==> src/rtl/ps2_key_encoder.sv <==
// PS/2 serial keyboard stream to 11-bit toggle-style ps2_key event word.
// Optional `PS2_KEY_REPEAT_SUPPRESS_EN drops typematic repeat makes.
module ps2_key_encoder #(
  parameter int unsigned FILT_LEN = 8,
  parameter int unsigned TIMEOUT  = 25000
) (
  input  logic        clk_25,
  input  logic        RESET_L,
  input  logic        ps2_clk,
  input  logic        ps2_data,
  output logic [10:0] ps2_key,
  output logic        parity_err
);

  localparam int unsigned FW = 8;
  localparam int unsigned TW = $clog2(TIMEOUT + 1);
  localparam int unsigned BW = 4;

  logic [1:0]    clk_sync, data_sync;
  logic          clk_s, data_s;
  logic [FW-1:0] filt_cnt;
  logic          filt_clk, filt_clk_d;
  logic          fall_c;

  logic [BW-1:0] bit_cnt;
  logic [7:0]    shreg;
  logic          par_bit;
  logic [TW-1:0] to_cnt;
  logic          frame_done_c, frame_ok_c, is_resp_c;

  logic          ext_f, rel_f, ext_n, rel_n;
  logic [10:0]   key_n;
  logic          perr_n;
`ifdef PS2_KEY_REPEAT_SUPPRESS_EN
  logic [8:0]    last_make, last_n;
`endif

  assign clk_s  = clk_sync[1];
  assign data_s = data_sync[1];

  // Pin synchronisers; idle PS/2 lines are high
  always_ff @(posedge clk_25 or negedge RESET_L) begin
    if (!RESET_L) begin
      clk_sync  <= 2'b11;
      data_sync <= 2'b11;
    end else begin
      clk_sync  <= {clk_sync[0], ps2_clk};
      data_sync <= {data_sync[0], ps2_data};
    end
  end

  // Deglitch: filtered clock follows only after FILT_LEN consecutive differing samples
  always_ff @(posedge clk_25 or negedge RESET_L) begin
    if (!RESET_L) begin
      filt_cnt   <= '0;
      filt_clk   <= 1'b1;
      filt_clk_d <= 1'b1;
    end else begin
      filt_clk_d <= filt_clk;
      if (clk_s == filt_clk) begin
        filt_cnt <= '0;
      end else if (filt_cnt == FW'(FILT_LEN - 1)) begin
        filt_clk <= clk_s;
        filt_cnt <= '0;
      end else begin
        filt_cnt <= filt_cnt + FW'(1);
      end
    end
  end

  assign fall_c = filt_clk_d & ~filt_clk;

  // Frame capture with mid-frame timeout; a sampled fall always beats the timeout
  always_ff @(posedge clk_25 or negedge RESET_L) begin
    if (!RESET_L) begin
      bit_cnt <= '0;
      shreg   <= '0;
      par_bit <= 1'b0;
      to_cnt  <= '0;
    end else if (fall_c) begin
      to_cnt <= '0;
      if (bit_cnt == BW'(0)) begin
        if (!data_s) bit_cnt <= BW'(1);
      end else if (bit_cnt <= BW'(8)) begin
        shreg   <= {data_s, shreg[7:1]};
        bit_cnt <= bit_cnt + BW'(1);
      end else if (bit_cnt == BW'(9)) begin
        par_bit <= data_s;
        bit_cnt <= bit_cnt + BW'(1);
      end else begin
        bit_cnt <= '0;
      end
    end else if (bit_cnt != BW'(0)) begin
      if (to_cnt == TW'(TIMEOUT - 1)) begin
        bit_cnt <= '0;
        shreg   <= '0;
        to_cnt  <= '0;
      end else begin
        to_cnt <= to_cnt + TW'(1);
      end
    end else begin
      to_cnt <= '0;
    end
  end

  assign frame_done_c = fall_c && (bit_cnt == BW'(10));
  assign frame_ok_c   = data_s && (^{shreg, par_bit});

  always_comb begin
    is_resp_c = 1'b0;
    case (shreg)
      8'h00, 8'hAA, 8'hEE, 8'hFA, 8'hFE, 8'hFF: is_resp_c = 1'b1;
      default:                                  is_resp_c = 1'b0;
    endcase
  end

  // Prefix sequencing and event word formation
  always_comb begin
    ext_n  = ext_f;
    rel_n  = rel_f;
    key_n  = ps2_key;
    perr_n = 1'b0;
`ifdef PS2_KEY_REPEAT_SUPPRESS_EN
    last_n = last_make;
`endif
    if (frame_done_c) begin
      if (!frame_ok_c) begin
        perr_n = 1'b1;
        ext_n  = 1'b0;
        rel_n  = 1'b0;
      end else if (shreg == 8'hE0) begin
        ext_n = 1'b1;
      end else if (shreg == 8'hF0) begin
        rel_n = 1'b1;
      end else if (!(is_resp_c && !ext_f && !rel_f)) begin
        ext_n = 1'b0;
        rel_n = 1'b0;
`ifdef PS2_KEY_REPEAT_SUPPRESS_EN
        if (rel_f) begin
          last_n = '0;
          key_n  = {~ps2_key[10], 1'b0, ext_f, shreg};
        end else if ({ext_f, shreg} != last_make) begin
          last_n = {ext_f, shreg};
          key_n  = {~ps2_key[10], 1'b1, ext_f, shreg};
        end
`else
        key_n = {~ps2_key[10], ~rel_f, ext_f, shreg};
`endif
      end
    end
  end

  always_ff @(posedge clk_25 or negedge RESET_L) begin
    if (!RESET_L) begin
      ext_f      <= 1'b0;
      rel_f      <= 1'b0;
      ps2_key    <= '0;
      parity_err <= 1'b0;
`ifdef PS2_KEY_REPEAT_SUPPRESS_EN
      last_make  <= '0;
`endif
    end else begin
      ext_f      <= ext_n;
      rel_f      <= rel_n;
      ps2_key    <= key_n;
      parity_err <= perr_n;
`ifdef PS2_KEY_REPEAT_SUPPRESS_EN
      last_make  <= last_n;
`endif
    end
  end

endmodule

==> config.mk <==
export PLATFORM = sky130hd
export DESIGN_NAME = ps2_key_encoder
export DESIGN_NICKNAME = d
export VERILOG_FILES = /design/src/rtl/ps2_key_encoder.sv
export SDC_FILE = /design/constraint.sdc
export NUM_CORES = 1
export LEC_CHECK = 0
export BUFFER_PORTS_ARGS = -buffer_cell sky130_fd_sc_hd__buf_4
export CAP_MARGIN = 0
export CORE_ASPECT_RATIO = 0.7
export CORE_UTILIZATION = 60
export CTS_CLUSTER_SIZE = 28
export DETAILED_ROUTE_END_ITERATION = 10
export PLACE_DENSITY = 0.79
export SKIP_LAST_GASP = 1
export SLEW_MARGIN = 20
export SYNTH_ARGS = -nofsm -noshare
export SYNTH_HDL_FRONTEND = slang
export SYNTH_SLANG_ARGS = --single-unit
==> constraint.sdc <==
create_clock -name clk_25 -period 2.5 [get_ports clk_25]
set_input_delay 0.5 -clock clk_25 [delete_from_list [all_inputs] [get_ports clk_25]]
set_output_delay 0.5 -clock clk_25 [all_outputs]
set_load 0.01 [all_outputs]
# [Yosys cells after proc, flatten, opt, wreduce, memory -nomap -nowiden]
# Index checks and enable logic that the tools add are counted.
[classes] n_addsub=3 order_cmp=1 eq_ne=19 mux=27 bitwise_logic=10 reduce_logical=20
[op_table] op="8-bit == test, second input constant" count=7
[op_table] op="8-bit two-way mux" count=7
[op_table] op="15-bit two-way mux" count=3
[op_table] op="4-bit two-way mux" count=7
[op_table] op="15-bit by 1-bit adder with 15-bit output, second input constant" count=1
[op_table] op="15-bit == test, second input constant" count=1
[op_table] op="3-bit != test, second input constant" count=4
[op_table] op="1-bit two-way mux" count=10
[op_table] op="1-bit inverter" count=9
[op_table] op="3-bit AND reduction" count=3
[op_table] op="9-bit parity" count=1
[op_table] op="8-bit by 1-bit adder with 8-bit output, second input constant" count=1
[op_table] op="4-bit == test, second input constant" count=2
[op_table] op="8-bit by 3-bit == test with 1-bit output, second input constant" count=1
[op_table] op="8-bit zero test" count=1
[op_table] op="4-bit AND reduction" count=2
[op_table] op="6-bit OR reduction" count=1
[op_table] op="5-bit AND reduction" count=1
[op_table] op="4-bit by 1-bit adder with 4-bit output, second input constant" count=1
[op_table] op="4-bit less-or-equal comparator, second input constant" count=1
[op_table] op="1-bit logical AND" count=4
[op_table] op="4-bit zero test" count=1
[op_table] op="2-bit != test, second input constant" count=2
[op_table] op="2-bit nonzero test" count=2
[op_table] op="6 further kinds" count=7
[word_totals] reg_bits=56 input_bits=4 output_inout_bits=12 word_cells=93

# [Logic depth before layout (Yosys ltp)]
# Gate-level depths: netlist of the first run.
[logic_depth] ltp_word=9 ltp_mapped=7 mapped_depth_nobuf=7

# [Least setup slack after synthesis of the first run]
# No wires, ideal clock.
[synth_path] path_kind="flip-flop to flip-flop" startpoint="register shreg[2]" endpoint="register ps2_key[1]" setup_time_ns=0.125 t_arrival_ns=1.929 required_ns=2.375 path_slack_ns=0.446 stages_incl_launch_ff=8 path_buffers=2 synth_period_minus_slack_ns=2.054 cell_sequence="dfrtp_1 > clkbuf_1 > or4b_2 > nor3_1 > nor2_1 > nand3_2 > buf_6 > mux2_4"
[synth_between] elab_chain_cells=7 elab_cells_between_ends=18 cone_classes="7 x eq/ne; 1 x mux; 3 x bitwise; 7 x reduce/logical"
[synth_lines] element="start, declared" line_no="26" source="logic [7:0] shreg;"
[synth_lines] element="start signal, assigned" line_no="85" source="shreg <= {data_s, shreg[7:1]};"
[synth_lines] element="8-bit == test / 8-bit zero test (equally long branches)" line_no="111" source="case (shreg)"
[synth_lines] element="6-bit OR reduction" line_no="111"
[synth_lines] element="1-bit two-way mux" line_no="111"
[synth_lines] element="1-bit logical AND (2 in a row)" line_no="135" source="end else if (!(is_resp_c && !ext_f && !rel_f)) begin"
[synth_lines] element="1-bit inverter (no source line)"
[synth_lines] element="5-bit AND reduction (no source line) *"
[synth_lines] element="end signal, assigned" line_no="165" source="ps2_key <= key_n;"
[synth_lines] element="end, declared" line_no="11" source="output logic [10:0] ps2_key,"
# Every way passes the cells marked *; elsewhere a longest branch is shown, timed or not.
# A chain may end at the register's enable or synchronous reset.

# [Final worst setup path of the first run]
[layout_path] startpoint="register shreg[3]" endpoint="register ps2_key[2]"
# The elaborated chain is that of the path after synthesis.

==> impl.org, run 1 <==
** Global route
- For met2 alone, demand over resource in global routing was 28.6%.
- Largest net degree at the start of global routing :: 57
- Global routing used 21.6% of the available tracks.
- The first global-routing pass estimated around 7400 microns of wire.
- Total gr overflow :: 0
- GR met1 Demand/Resource :: 34.0%
- The number of global-route vias before repair is 1556.
- The number of antenna violations at the first check in global routing came to 0.
- In this run the most used layer during global routing was met1.
- Met3 routing resource usage after global routing :: 5.12%

** Power
- The worst-case IR drop observed on VDD is about 0.57 mV.
- Total power of the final layout :: 0.00212 W
- Power Dens Cells :: about 740 nW/um^2
- LEAKAGE :: 1.39 nW

** Timing
- The count of final max-slew check failures came to 0.
- The worst path in the final design needs a cycle of 2.28 ns, including I/O delays and setup.
- Finish-stage setup viols :: 0
- Setup repair after global routing left no endpoint under its margin.
- Derived from the worst setup path, the maximum achievable clock frequency is 439 MHz.
- At the pin with the least slew margin, the transition time is 0.676 ns.
- Period Utilization, post-route :: 91.1%
- Normalized max-slew margin :: 55.0%
- Once routing completed, OpenROAD measured the worst setup slack at 0.222 ns.
- Between clock sinks in the finished design, the worst skew comes to around 0.013 ns.
- Hold Violations, Final :: 0
- Setup tns final :: 0 ns

** Route
- Wires add up to 4320 microns.
- Summing over every cut layer, the via total after detailed routing is 1657.
- The count of nets left with antenna violations once routing finished came out at 0.
- For this run, design rule violations remaining after detail routing come to 0.
- Detailed-router iteration count before antenna repair :: 4
- Count of routing violations after the opening detailed-route iteration :: around 130
- Vias per inst :: 5.52
- In the final routed layout, each cell accounts on average for between 10 and 15 microns.

** Synth
- Seq/Total Area, Yosys :: 53.7%
- Seq cells post-synth :: 56
- The cell count after synthesis came out at 229.
- Yosys printed 0 warnings.
- Yosys mapped a number of flops with a built-in enable equal to 0.
- The mapped netlist covers 2620 sq um.
- Synthesis instantiated 49 different standard cells from the library.
- Counting every net in the synthesized netlist gives 239.
- Counting flops with an async set or reset pin after synthesis yields a share of 100%.
- In this run the mean area of a mapped cell was about 11 sq um.
- Most common flop cell mapped by yosys :: dfrtp_1

** Placed design
- After legalization and detailed placement, the total HPWL measured 3020 microns.
- Once placement finished, the instance area stood at ~2800 sq um.
- Final GP Congestion :: 0.824
- In this run the tool buffered the top-level ports with 15 buffer cells.
- Timing analysis after detailed placement gives a worst setup slack of 0.258 ns.
- Including well taps, the total number of placed cells is roughly 300.

** Clocking
- Post-CTS repair changed the size of 0 cells.
- Clock edge transition at the registers on the reported setup and hold paths :: about 0.1 ns
- CTS tree :: built
- The number of hold buffers added after CTS was 0.
- Number of buffers on the longest clock path :: 2
- Post-CTS timing repair inserted 0 buffers for setup.
- The tree built by TritonCTS fans out to between 50 and 60 sinks.
- In this run the number of H-tree levels came out at 2.
- Root buffer cell :: clkbuf_8
- Clock latency on the worst-skew pair :: 0.31 ns
- The number of clock buffers added by TritonCTS is 5.

** Die
- The floorplan step set the die height to 57.3 microns.
- Top-Level Pins :: 16
- In this run the core area contains 19 standard-cell rows.
- Area of the die :: 4650 sq um
- Core Area :: ~4100 sq um
- For this configuration, the core starts out at a cell density of 64.5%.
- Measured along the x axis, the die boundary spans 81.0 microns.

** Outcome
- The flow ran to the end, and the final reports show no timing, DRC or antenna violations.

** Worst setup path
- Data required, critical path :: between 2 and 3 ns
- At the worst endpoint, the arrival time is 2.48 ns.
- Setup Crit Path Kind :: reg2reg
- Together, buffers and inverters on the worst path number 0.
- For this run, the slowest stage of the critical path takes 0.48 ns.
- Ordered list of cells on the worst path :: xor2_1 -> xnor3_1 -> mux2i_2 -> nand3_2 -> mux2_4
- Critical Path Source Type :: register
- Largest fanout on the critical path :: 11
- Among cell families on the critical path, the largest total delay comes from multiplexers.
- The worst setup path is captured at a register.
- For this design, the slowest cell found on the critical path is dfrtp_1.

** Layout
- Layout Cells excl Fill :: 300
- In the final layout, the share of cells above drive strength 1 is 19.0%.
- Post-route design area :: 2870 sq um
- # nets final :: 257
- The repair_antennas step left the layout with diodes totalling 0.
- Compared with the post-synthesis result, the final layout area differs by 9.35%.
- After filler insertion, the fill cell instance count of the layout stands at 292.

** Worst hold path
- Class of the worst hold path :: in2async

** Run
- The tool flagged a number of max-cap violations equal to 0.
[registers in the layout (all words and copies together), names as in the netlist, 2 cells and up]
register,count
to_cnt,15
ps2_key,11
filt_cnt,8
shreg,8
bit_cnt,4
clk_sync,2
data_sync,2
[cells by family after synthesis]
kind of cell | synth area share (%)
muxes | 6.34
buffers and inverters | 2.24
adders and majority gates | 2.86
and+or+nand+nor | 17.8
DFF | 53.7
xor gates and xnor gates | 9.73
AOI/OAI and AO/OA | 7.34
[power by group]
part / total [W] / internal (W) / switching, W
logic: 0.000525 / 0.000220 / 0.000304
clock network: 0.000489 / 0.000200 / 0.000289
registers: 0.00110 / 0.00100 / 0.0000996
total: 0.00212 / 0.00142 / 0.000693
[per-layer routing]
metal  part of all wire, %  wire, microns
met1                    56           2410
met2                    39           1670
met3                   4.4            191
met4                   1.1             48
met5                     0              0
[cell type report]
| type | count | area (sq um) | area share (%) |
|---|---|---|---|
| timing repair buffer | 17 | 128 | 4.45 |
| clock buffer | 6 | 72.6 | 2.53 |
| inverter | 6 | 22.5 | 0.785 |
| sequential | 56 | 1410 | 49.1 |
| clock inverter | 2 | 16.3 | 0.567 |
| multi-input combinational | 161 | 1160 | 40.3 |
| tap | 52 | 65.1 | 2.27 |
[synth_stat cells (2+ instances only)]
master / n / share of area, %
a21boi_0: 2 / 0.57
nand4b_1: 2 / 0.67
ha_1: 6 / 2.9
inv_1: 6 / 0.86
mux2_4: 8 / 4.6
o22ai_1: 2 / 0.48
dfstp_2: 6 / 6.0
o21ai_0: 2 / 0.38
xnor2_1: 10 / 3.3
clkbuf_1: 2 / 0.29
nor2_1: 31 / 4.4
buf_2: 2 / 0.38
nor3b_1: 2 / 0.57
mux2_2: 2 / 0.86
nand3_1: 14 / 2.7
xnor3_1: 2 / 1.7
xor2_1: 14 / 4.7
nand2_1: 15 / 2.1
nor3_1: 4 / 0.76
nand2b_1: 2 / 0.48
nor4_1: 3 / 0.72
a22o_1: 8 / 2.7
and3_1: 6 / 1.4
a21oi_1: 3 / 0.57
dfrtp_1: 50 / 48
nand3_2: 2 / 0.76
[through the flow]
| step | utilization [%] | hold WS [ns] |
|---|---|---|
| after floorplan | - | 0.204 |
| after global placement | 68.4 | 0.347 |
| after detailed placement | 68.4 | 0.351 |
| after CTS | 70.6 | 0.241 |
| after global routing | 70.6 | 0.267 |
| final | 70.6 | 0.221 |
[path summary, 6_finish.rpt]
check,start,cells after the start,slack (ns),endpoint
max,shreg[3],5,0.22,ps2_key[2]
min,RESET_L,1,0.22,filt_cnt[4]
max reg2reg,shreg[3],5,0.22,ps2_key[2]
min reg2reg,data_sync[0],0,0.36,data_sync[1]
max in group asynchronous,RESET_L,1,1.83,bit_cnt[3]
min in group clk_25,ps2_clk,1,0.29,clk_sync[0]
[layout by cell type, fill, tap and decap left out, types with 2 or more instances in the layout]
cell type / netlist / final
nand4b_1: 2 / 2
nor4_1: 3 / 3
and3_1: 6 / 6
mux2_4: 8 / 8
nand3_1: 14 / 14
nor3_1: 4 / 4
xnor2_1: 10 / 10
nor3b_1: 2 / 2
dfstp_2: 6 / 6
nor2_1: 31 / 31
xnor3_1: 2 / 2
clkbuf_8: 0 / 5
dfrtp_1: 50 / 50
o21ai_0: 2 / 2
ha_1: 6 / 6
nand3_2: 2 / 2
xor2_1: 14 / 14
mux2_2: 2 / 2
buf_4: 1 / 17
inv_1: 6 / 6
nand2_1: 15 / 15
a21boi_0: 2 / 2
a22o_1: 8 / 8
a21oi_1: 3 / 3
nand2b_1: 2 / 2
o22ai_1: 2 / 2
(Power assumes the default switching activity.)
==> inputs of run 2 (changes only) <==
--- a/config.mk
+++ b/config.mk
@@ -7,11 +7,12 @@
 export LEC_CHECK = 0
 export BUFFER_PORTS_ARGS = -buffer_cell sky130_fd_sc_hd__buf_4
 export CAP_MARGIN = 0
-export CORE_ASPECT_RATIO = 0.7
+export CORE_ASPECT_RATIO = 1.75
 export CORE_UTILIZATION = 60
 export CTS_CLUSTER_SIZE = 28
 export DETAILED_ROUTE_END_ITERATION = 10
 export PLACE_DENSITY = 0.79
+export RECOVER_POWER = 100
 export SKIP_LAST_GASP = 1
 export SLEW_MARGIN = 20
 export SYNTH_ARGS = -nofsm -noshare
==> run 2 against run 1 <==
Against the previous run:
- core utilization fell by 3.1 points
- global-route usage rose by 0.86 points
- critical path depth did not move
- worst hold slack improved by 0.071 ns
- clock power rose by 22%
- flip-flop and latch count did not move
- critical endpoint is now shreg[1]
==> impl.org, run 2 (synthesis gave the netlist of run 1 again) <==
** Outcome
- The flow ran to the end, and the final reports show no timing, DRC or antenna violations.

** Layout
- After filler insertion, the fill cell instance count of the layout stands at 345.
- Signed area change from the synthesized netlist to the final layout :: 6.77%
- Antenna diodes :: 0
- Most frequent cells in the layout :: 50 x dfrtp_1, 31 x nor2_1, 15 x nand2_1, 15 x nand3_1
- The library cell used most frequently in the layout, excluding fill and tap cells, is dfrtp_1.
- Flip-flop count of the largest register, all copies and words added :: 15
- Layout Cells excl Fill :: approximately 300
- Cells with a size suffix above 1 make up about 8.8% of the layout.
- Final core area utilization :: 67.5%
- Largest register by flop count :: to_cnt
- In the final design database the tool counted 258 nets.
- Top flop regs :: to_cnt x15, ps2_key x11
- Post-route design area :: 2800 sq um

** Die
- The die covers around 4700 sq um.
- Die height :: 89.5 microns
- Effective utilization at floorplan :: 63.2%
- Core Area :: 4150 sq um
- Top-Level Pins :: 16
- Die boundary width :: 52.0 microns
- The floorplan has 31 rows.

** Global route
- Global-route wire length before repair :: between 7000 and 8000 microns
- Antenna violations before repair :: 0
- Via count of the first global-routing pass :: around 1700
- Total gr overflow :: 0
- Entering global routing, the biggest net connects 57 pins.
- Global routing usage summed across all routing layers :: 22.4%

** Clocking
- Post-CTS timing repair inserted 0 buffers for setup.
- Clock-pin slew was measured on the worst setup and hold paths at 0.10 ns.
- Post-CTS repair changed the size of 0 cells.
- Clock tree synthesis inserted a total of 5 buffers.
- TritonCTS built the clock tree.
- The H-tree was split into 2 levels.
- Number of buffers on the longest clock path :: 2
- Clock sink count :: 56
- Hold Buf Count CTS :: 0
- Clock latency on the worst-skew pair :: 0.31 ns
- Root buffer cell :: clkbuf_8

** Power
- Fraction of power consumed by sequential logic :: 49.3%
- Internal portion of total power :: 0.00152 W
- LEAKAGE :: 1.33 nW
- Worst VDD drop :: 0.967 mV
- In this run, the combinational gates consume 24.0% of the power.
- Of the total power, the share spent switching nets is between 30% and 40%.
- For this design the ratio of total power to cell area is roughly 800 nW/um^2.
- Share of power burned in the clock network :: 26.8%
- Net Switching :: 0.000711 W

** Worst setup path
- STA classifies the critical path startpoint as a register.
- In this run the worst setup path terminates at shreg[1].
- Of all nets on the critical path, the largest fanout is 8.
- Worst stage delay on the critical path :: ~0.58 ns
- By startpoint and endpoint, the worst setup path is classified as reg2reg.
- The endpoint identified for the worst register-to-register timing path is shreg[1].
- Grouping stages by cell kind, the critical path spends the most delay in simple AND/OR/NAND/NOR gates.
- For this design, the slowest cell found on the critical path is or4_1.
- STA puts the critical path data required time at 2.70 ns.
- The critical path contains buffers and inverters numbering 0 combined.
- For flop-to-flop paths, the worst setup slack is around 0.21 ns.
- Measured in cells, the most critical reg-to-reg path has a length of 5.
- The critical path starts at to_cnt[4].
- Reg-to-Reg Start :: to_cnt[4]
- Most repeated library cell on the critical path :: or4_1
- Setup crit end kind :: register
- Worst endpoint data arrival time :: 2.49 ns
- Traced cell by cell, the critical path runs through or4_1 -> or4_1 -> nand2_1 -> nand3_1 -> a22o_1.
- Cell count along the critical path :: 5

** Worst hold path
- Along the worst hold path, the cell count comes to 1.
- In this run the worst hold path is classified as in2reg.

** Timing
- Normalized max-slew margin :: 13.0%
- In the final timing run, aggregate negative setup slack is 0 ns.
- For the pin with the worst max-slew slack, the measured transition is 1.30 ns.
- Setup repair after global routing missed its margin :: no
- The worst path uses 91.5% of the clock period.
- The routed design could run at a clock period as short as 2.29 ns.
- Finish-stage setup viols :: 0
- Worst slack on hold paths :: roughly 0.29 ns
- Between clock sinks in the finished design, the worst skew comes to around 0.010 ns.
- The count of final max-slew check failures came to 0.
- The number of hold violations in the final report was 0.
- Derived from the worst setup path, the maximum achievable clock frequency is 437 MHz.

** Placed design
- Port Buffer Count :: 15
- DP Cell Count :: 290
- The placed instances occupy a cell area of approximately 2800 sq um.
- Summed over all nets, the half-perimeter wirelength after detailed placement is 3470 microns.
- Final GP Congestion :: roughly 0.8

** Route
- Residual DRC :: 0
- In this run the remaining antenna-violating nets after routing total 0.
- The detailed router placed 1691 vias in this run.
- WL final :: 4680 microns
- Count of routing violations after the opening detailed-route iteration :: 31
- Before antenna repair, the detailed router went through 4 iterations.
- Post-detailed-route wirelength per cell :: 15.7 microns
- Dividing the detail-routed via count by the number of cells gives about 5.7.

** Run
- Max-cap violations :: 0
## run 2: how the worst min path moves through the flow
stage | startpoint | to | slack (ns)
2_1_floorplan | RESET_L | bit_cnt[0] | 0.20
3_3_place_gp | data_sync[0] | data_sync[1] | 0.35
3_5_place_dp | data_sync[0] | data_sync[1] | 0.35
4_1_cts | RESET_L | filt_cnt[5] | 0.24
5_1_grt | ps2_clk | clk_sync[0] | 0.28
6_report | ps2_clk | clk_sync[0] | 0.29
## run 2: layout make-up
| type | instances | area, sq um | share of cell area [%] |
|---|---|---|---|
| sequential | 56 | 1410 | 50.3 |
| multi-input combinational | 161 | 1110 | 39.7 |
| tap | 49 | 61.3 | 2.19 |
| clock buffer | 5 | 68.8 | 2.46 |
| clock inverter | 3 | 46.3 | 1.65 |
| inverter | 6 | 22.5 | 0.804 |
| timing repair buffer | 18 | 80.1 | 2.86 |
## run 2: per-layer routing
metal  track usage (%)  vias to the layer above  wire [microns]
met3              2.55                        7              81
met1              23.4                      836            1840
met2              43.6                       21            2670
met4              8.85                        0              78
li1                  -                      827               -
met5                 0                        -               0
## run 2: per-stage QoR
stage                     setup WS [ns]  power (W)
after floorplan                   0.446    0.00153
after global placement            0.337    0.00168
after detailed placement          0.264    0.00170
after CTS                         0.247    0.00230
after global routing              0.108    0.00238
final                             0.213    0.00224
## run 2: power by group through the flow
stage	Combinational (W)	Sequential [W]	Clock, W
global placement	0.000560	0.00112	0
finish	0.000535	0.00110	0.000598
global route	0.000611	0.00112	0.000651
detailed placement	0.000579	0.00112	0
CTS	0.000582	0.00111	0.000612
floorplan	0.000446	0.00108	0
## run 2: worst reg2reg max path, delay by kind of cell (launching register included)
kind | cells | cell delay (ns)
flops | 1 | 0.43
compound gates | 1 | 0.32
simple gates | 4 | 1.43
==> inputs of run 3 (changes only) <==
--- a/config.mk
+++ b/config.mk
@@ -8,10 +8,11 @@
 export BUFFER_PORTS_ARGS = -buffer_cell sky130_fd_sc_hd__buf_4
 export CAP_MARGIN = 0
 export CORE_ASPECT_RATIO = 1.75
-export CORE_UTILIZATION = 60
+export CORE_UTILIZATION = 55
+export CTS_BUF_LIST = sky130_fd_sc_hd__clkbuf_16
 export CTS_CLUSTER_SIZE = 28
 export DETAILED_ROUTE_END_ITERATION = 10
-export PLACE_DENSITY = 0.79
+export PLACE_DENSITY = 0.73
 export RECOVER_POWER = 100
 export SKIP_LAST_GASP = 1
 export SLEW_MARGIN = 20
==> constraint.sdc (replaced) <==
create_clock -name clk_25 -period 2.5 [get_ports clk_25]
set_input_delay 0.5 -clock clk_25 [delete_from_list [all_inputs] [get_ports clk_25]]
set_output_delay 0.5 -clock clk_25 [all_outputs]
set_load 0.005 [all_outputs]
==> run 3 against run 2 <==
Against the previous run:
- routed wire length decreased by 7.8%
- final cell count rose by 0.34%
- worst hold slack gained 0.024 ns
- count of clock-buffer cells in the layout unchanged
- largest cell class unchanged
- worst setup slack improved by 0.059 ns
- power is 7.5% higher
- critical path type unchanged
- sequential power about the same
- largest power group unchanged
- fmax up 2.7%
==> impl.org, run 3 (synthesis gave the netlist of run 1 again) <==
** Worst setup path
- The signal on the critical path passes through or4_1 -> or4_1 -> nand2_1 -> nand3_2 -> a22o_1.
- The worst setup path is launched from a register.
- The startpoint identified for the worst register-to-register timing path is to_cnt[4].
- The worst setup path is captured at a register.
- Reg-to-reg critical path endpoint :: shreg[2]
- Worst stage delay on the critical path :: 0.59 ns
- The critical path is of the reg2reg type.
- Slack of the worst reg-to-reg path :: between 0.2 and 0.3 ns
- Among the stages of the critical path, the cell type that occurs most often is or4_1.
- For the worst setup path, the data arrival time is 2.40 ns.
- Reg2reg path depth :: 5
- The slowest stage of the critical path is the or4_1 cell.
- Largest fanout on the critical path :: 8
- Data required, critical path :: 2.67 ns
- The critical path starts at to_cnt[4].

** Worst hold path
- Counting instances, the worst hold path has a depth of 1.
- WHS Endpoint :: clk_sync[0]
- Hold path startpoint :: ps2_clk
- Class of the worst hold path :: in2reg

** Layout
- Largest register by flop count :: to_cnt
- Antenna diodes :: 0
- Layout Cells excl Fill :: 299
- For this run, the share of the core covered by cells in the final layout is roughly 65%.
- The largest registers in the layout are to_cnt x15, ps2_key x11.
- Most frequent standard cell in the layout excluding fill and tap cells :: dfrtp_1
- Signed area change from the synthesized netlist to the final layout :: 10.3%
- The register with the most flip-flops in the layout has 15 of them.
- At the end of the flow, the number of nets in the layout was 257.
- Layout cell share with drive strength beyond 1 :: 13.3%
- Most frequent cells in the layout :: 50 x dfrtp_1, 31 x nor2_1, 15 x nand2_1, 14 x nand3_1, 14 x xor2_1

** Die
- Top-Level Pins :: 16
- Die boundary width :: 54.2 microns
- The initialized floorplan defines 32 standard-cell rows.
- Area of the die :: 5060 sq um
- Effective utilization at floorplan :: between 50% and 60%
- Die height :: about 93 microns
- The region available for standard cell placement spans between 4000 and 5000 sq um.

** Timing
- Final Max Slew Viols :: 0
- Clock skew on the completed layout was measured at 0.00379 ns.
- Finish-stage setup viols :: 0
- Summed over all failing endpoints, the final setup total negative slack is 0 ns.
- Period Utilization, post-route :: 89.1%
- For the finished layout, the period the worst path requires is 2.23 ns.
- The number of hold violations in the final report was 0.
- Measured slew at the worst slew-check pin :: 1.32 ns
- Setup repair after global routing missed its margin :: no
- The worst pin sits at a relative slew slack of 12.1%.
- Based on the critical path, the design can be clocked at up to 449 MHz.

** Clocking
- Post-CTS Repair Setup Buffers :: 0
- Gates resized during post-CTS repair numbered 0.
- In this run, CTS created clock tree buffers numbering 5.
- CTS tree :: built
- Buffers inserted to repair hold after CTS numbered 0.
- The clock drives 56 sinks.
- Clock edge transition at the registers on the reported setup and hold paths :: 0.07 ns
- The later pin in the worst-skew pair is clocked with a latency of 0.29 ns.
- H-tree levels :: 2
- Clock tree synthesis selected as its root buffer the cell clkbuf_16.
- Number of buffers on the longest clock path :: 2

** Route
- Post-detailed-route wirelength per cell :: approximately 14 microns
- The pre-antenna-repair detailed-routing pass consisted of 4 iterations.
- The final layout contains routed wiring with a total length of 4310 microns.
- The detail route stage leaves a number of antenna-violating nets equal to 0.
- For this run, design rule violations remaining after detail routing come to 0.
- The detailed router placed 1668 vias in this run.
- The first routing iteration left 45 violations.
- Dividing the detail-routed via count by the number of cells gives 5.58.

** Power
- Net Switching :: 0.000712 W
- Internal power comes to 0.00169 W.
- In this run, the combinational gates consume 21.9% of the power.
- Summed over all cells, the static leakage comes to roughly 1.4 nW.
- In this run the power density over the cells is 831 nW/um^2.
- Share of power burned in the clock network :: between 30 and 40%
- In this run switching power makes up 29.6% of total power.
- Fraction of power consumed by sequential logic :: a little under half
- The worst-case IR drop observed on VDD is about 0.73 mV.

** Global route
- The first global-routing pass estimated 7260 microns of wire.
- The number of global-route vias before repair came to 1664.
- Summed over all layers, the global routing overflow is 0.
- Antenna violations before repair :: 0
- Global routing usage summed across all routing layers :: about 20%
- Largest net degree at the start of global routing :: 57

** Placed design
- Detailed placement HPWL :: roughly 3000 microns
- DP Cell Count :: 291
- Routability-driven placement finished with a final weighted congestion of 0.795.
- Port Buffer Count :: 15

** Outcome
- Outcome :: finished clean

** Run
- The tool flagged a number of max-cap violations equal to 0.
==> run 3: cell count changes in the layout (fill, tap and decap cells not counted) <==
| cell | previous run | this run |
|---|---|---|
| clkinv_2 | 0 | 1 |
| nand3_1 | 15 | 14 |
| inv_6 | 1 | 0 |
| clkbuf_4 | 2 | 11 |
| clkbuf_2 | 1 | 2 |
| clkbuf_8 | 5 | 0 |
| clkbuf_1 | 14 | 3 |
| nand3_2 | 1 | 2 |
| clkbuf_16 | 0 | 5 |
==> run 3: per-stage QoR <==
| stage | setup WS [ns] | power, W | area [sq um] | hold WS [ns] |
|---|---|---|---|---|
| finish | 0.272 | 0.00240 | 2890 | 0.316 |
| global route | 0.136 | 0.00254 | 2890 | 0.305 |
| CTS | 0.262 | 0.00246 | 2950 | 0.275 |
| detailed placement | 0.262 | 0.00167 | 2780 | 0.347 |
| global placement | 0.320 | 0.00166 | 2780 | 0.346 |
| floorplan | 0.446 | 0.00153 | 2620 | 0.204 |
==> run 3: cell type report <==
class | count | area, sq um
clock buffer | 5 | 125
clock inverter | 3 | 42.5
fill | 382 | 1590
inverter | 6 | 22.5
multi-input combinational | 161 | 1120
sequential | 56 | 1410
tap | 51 | 63.8
timing repair buffer | 17 | 111
==> run 3: critical path, delay by kind of cell (launching register included) <==
family           cells  cell delay, ns
AO/OA/AOI/OAI        1            0.29
flip-flops           1            0.41
AND/OR/NAND/NOR      4            1.41
==> run 3: metal layers <==
metal	GRT usage, %	part of all wire [%]
met4	9.83	2.2
met1	21.9	41
met5	0	0
met2	34.3	54
met3	3.74	1.9
==> run 3: power by group through the flow <==
stage	registers, W	clock network, W	logic (W)
final	0.00110	0.000775	0.000527
after global routing	0.00112	0.000830	0.000590
after CTS	0.00111	0.000796	0.000554
after detailed placement	0.00112	0	0.000550
after global placement	0.00112	0	0.000543
after floorplan	0.00108	0	0.000446
==> run 3: how the worst max path moves through the flow <==
stage | slack [ns] | to | cells past startpoint
floorplan | 0.45 | ps2_key[1] | 7
global placement | 0.32 | ps2_key[6] | 5
detailed placement | 0.26 | ps2_key[6] | 5
CTS | 0.26 | ps2_key[5] | 5
global route | 0.14 | ps2_key[1] | 5
finish | 0.27 | shreg[2] | 5
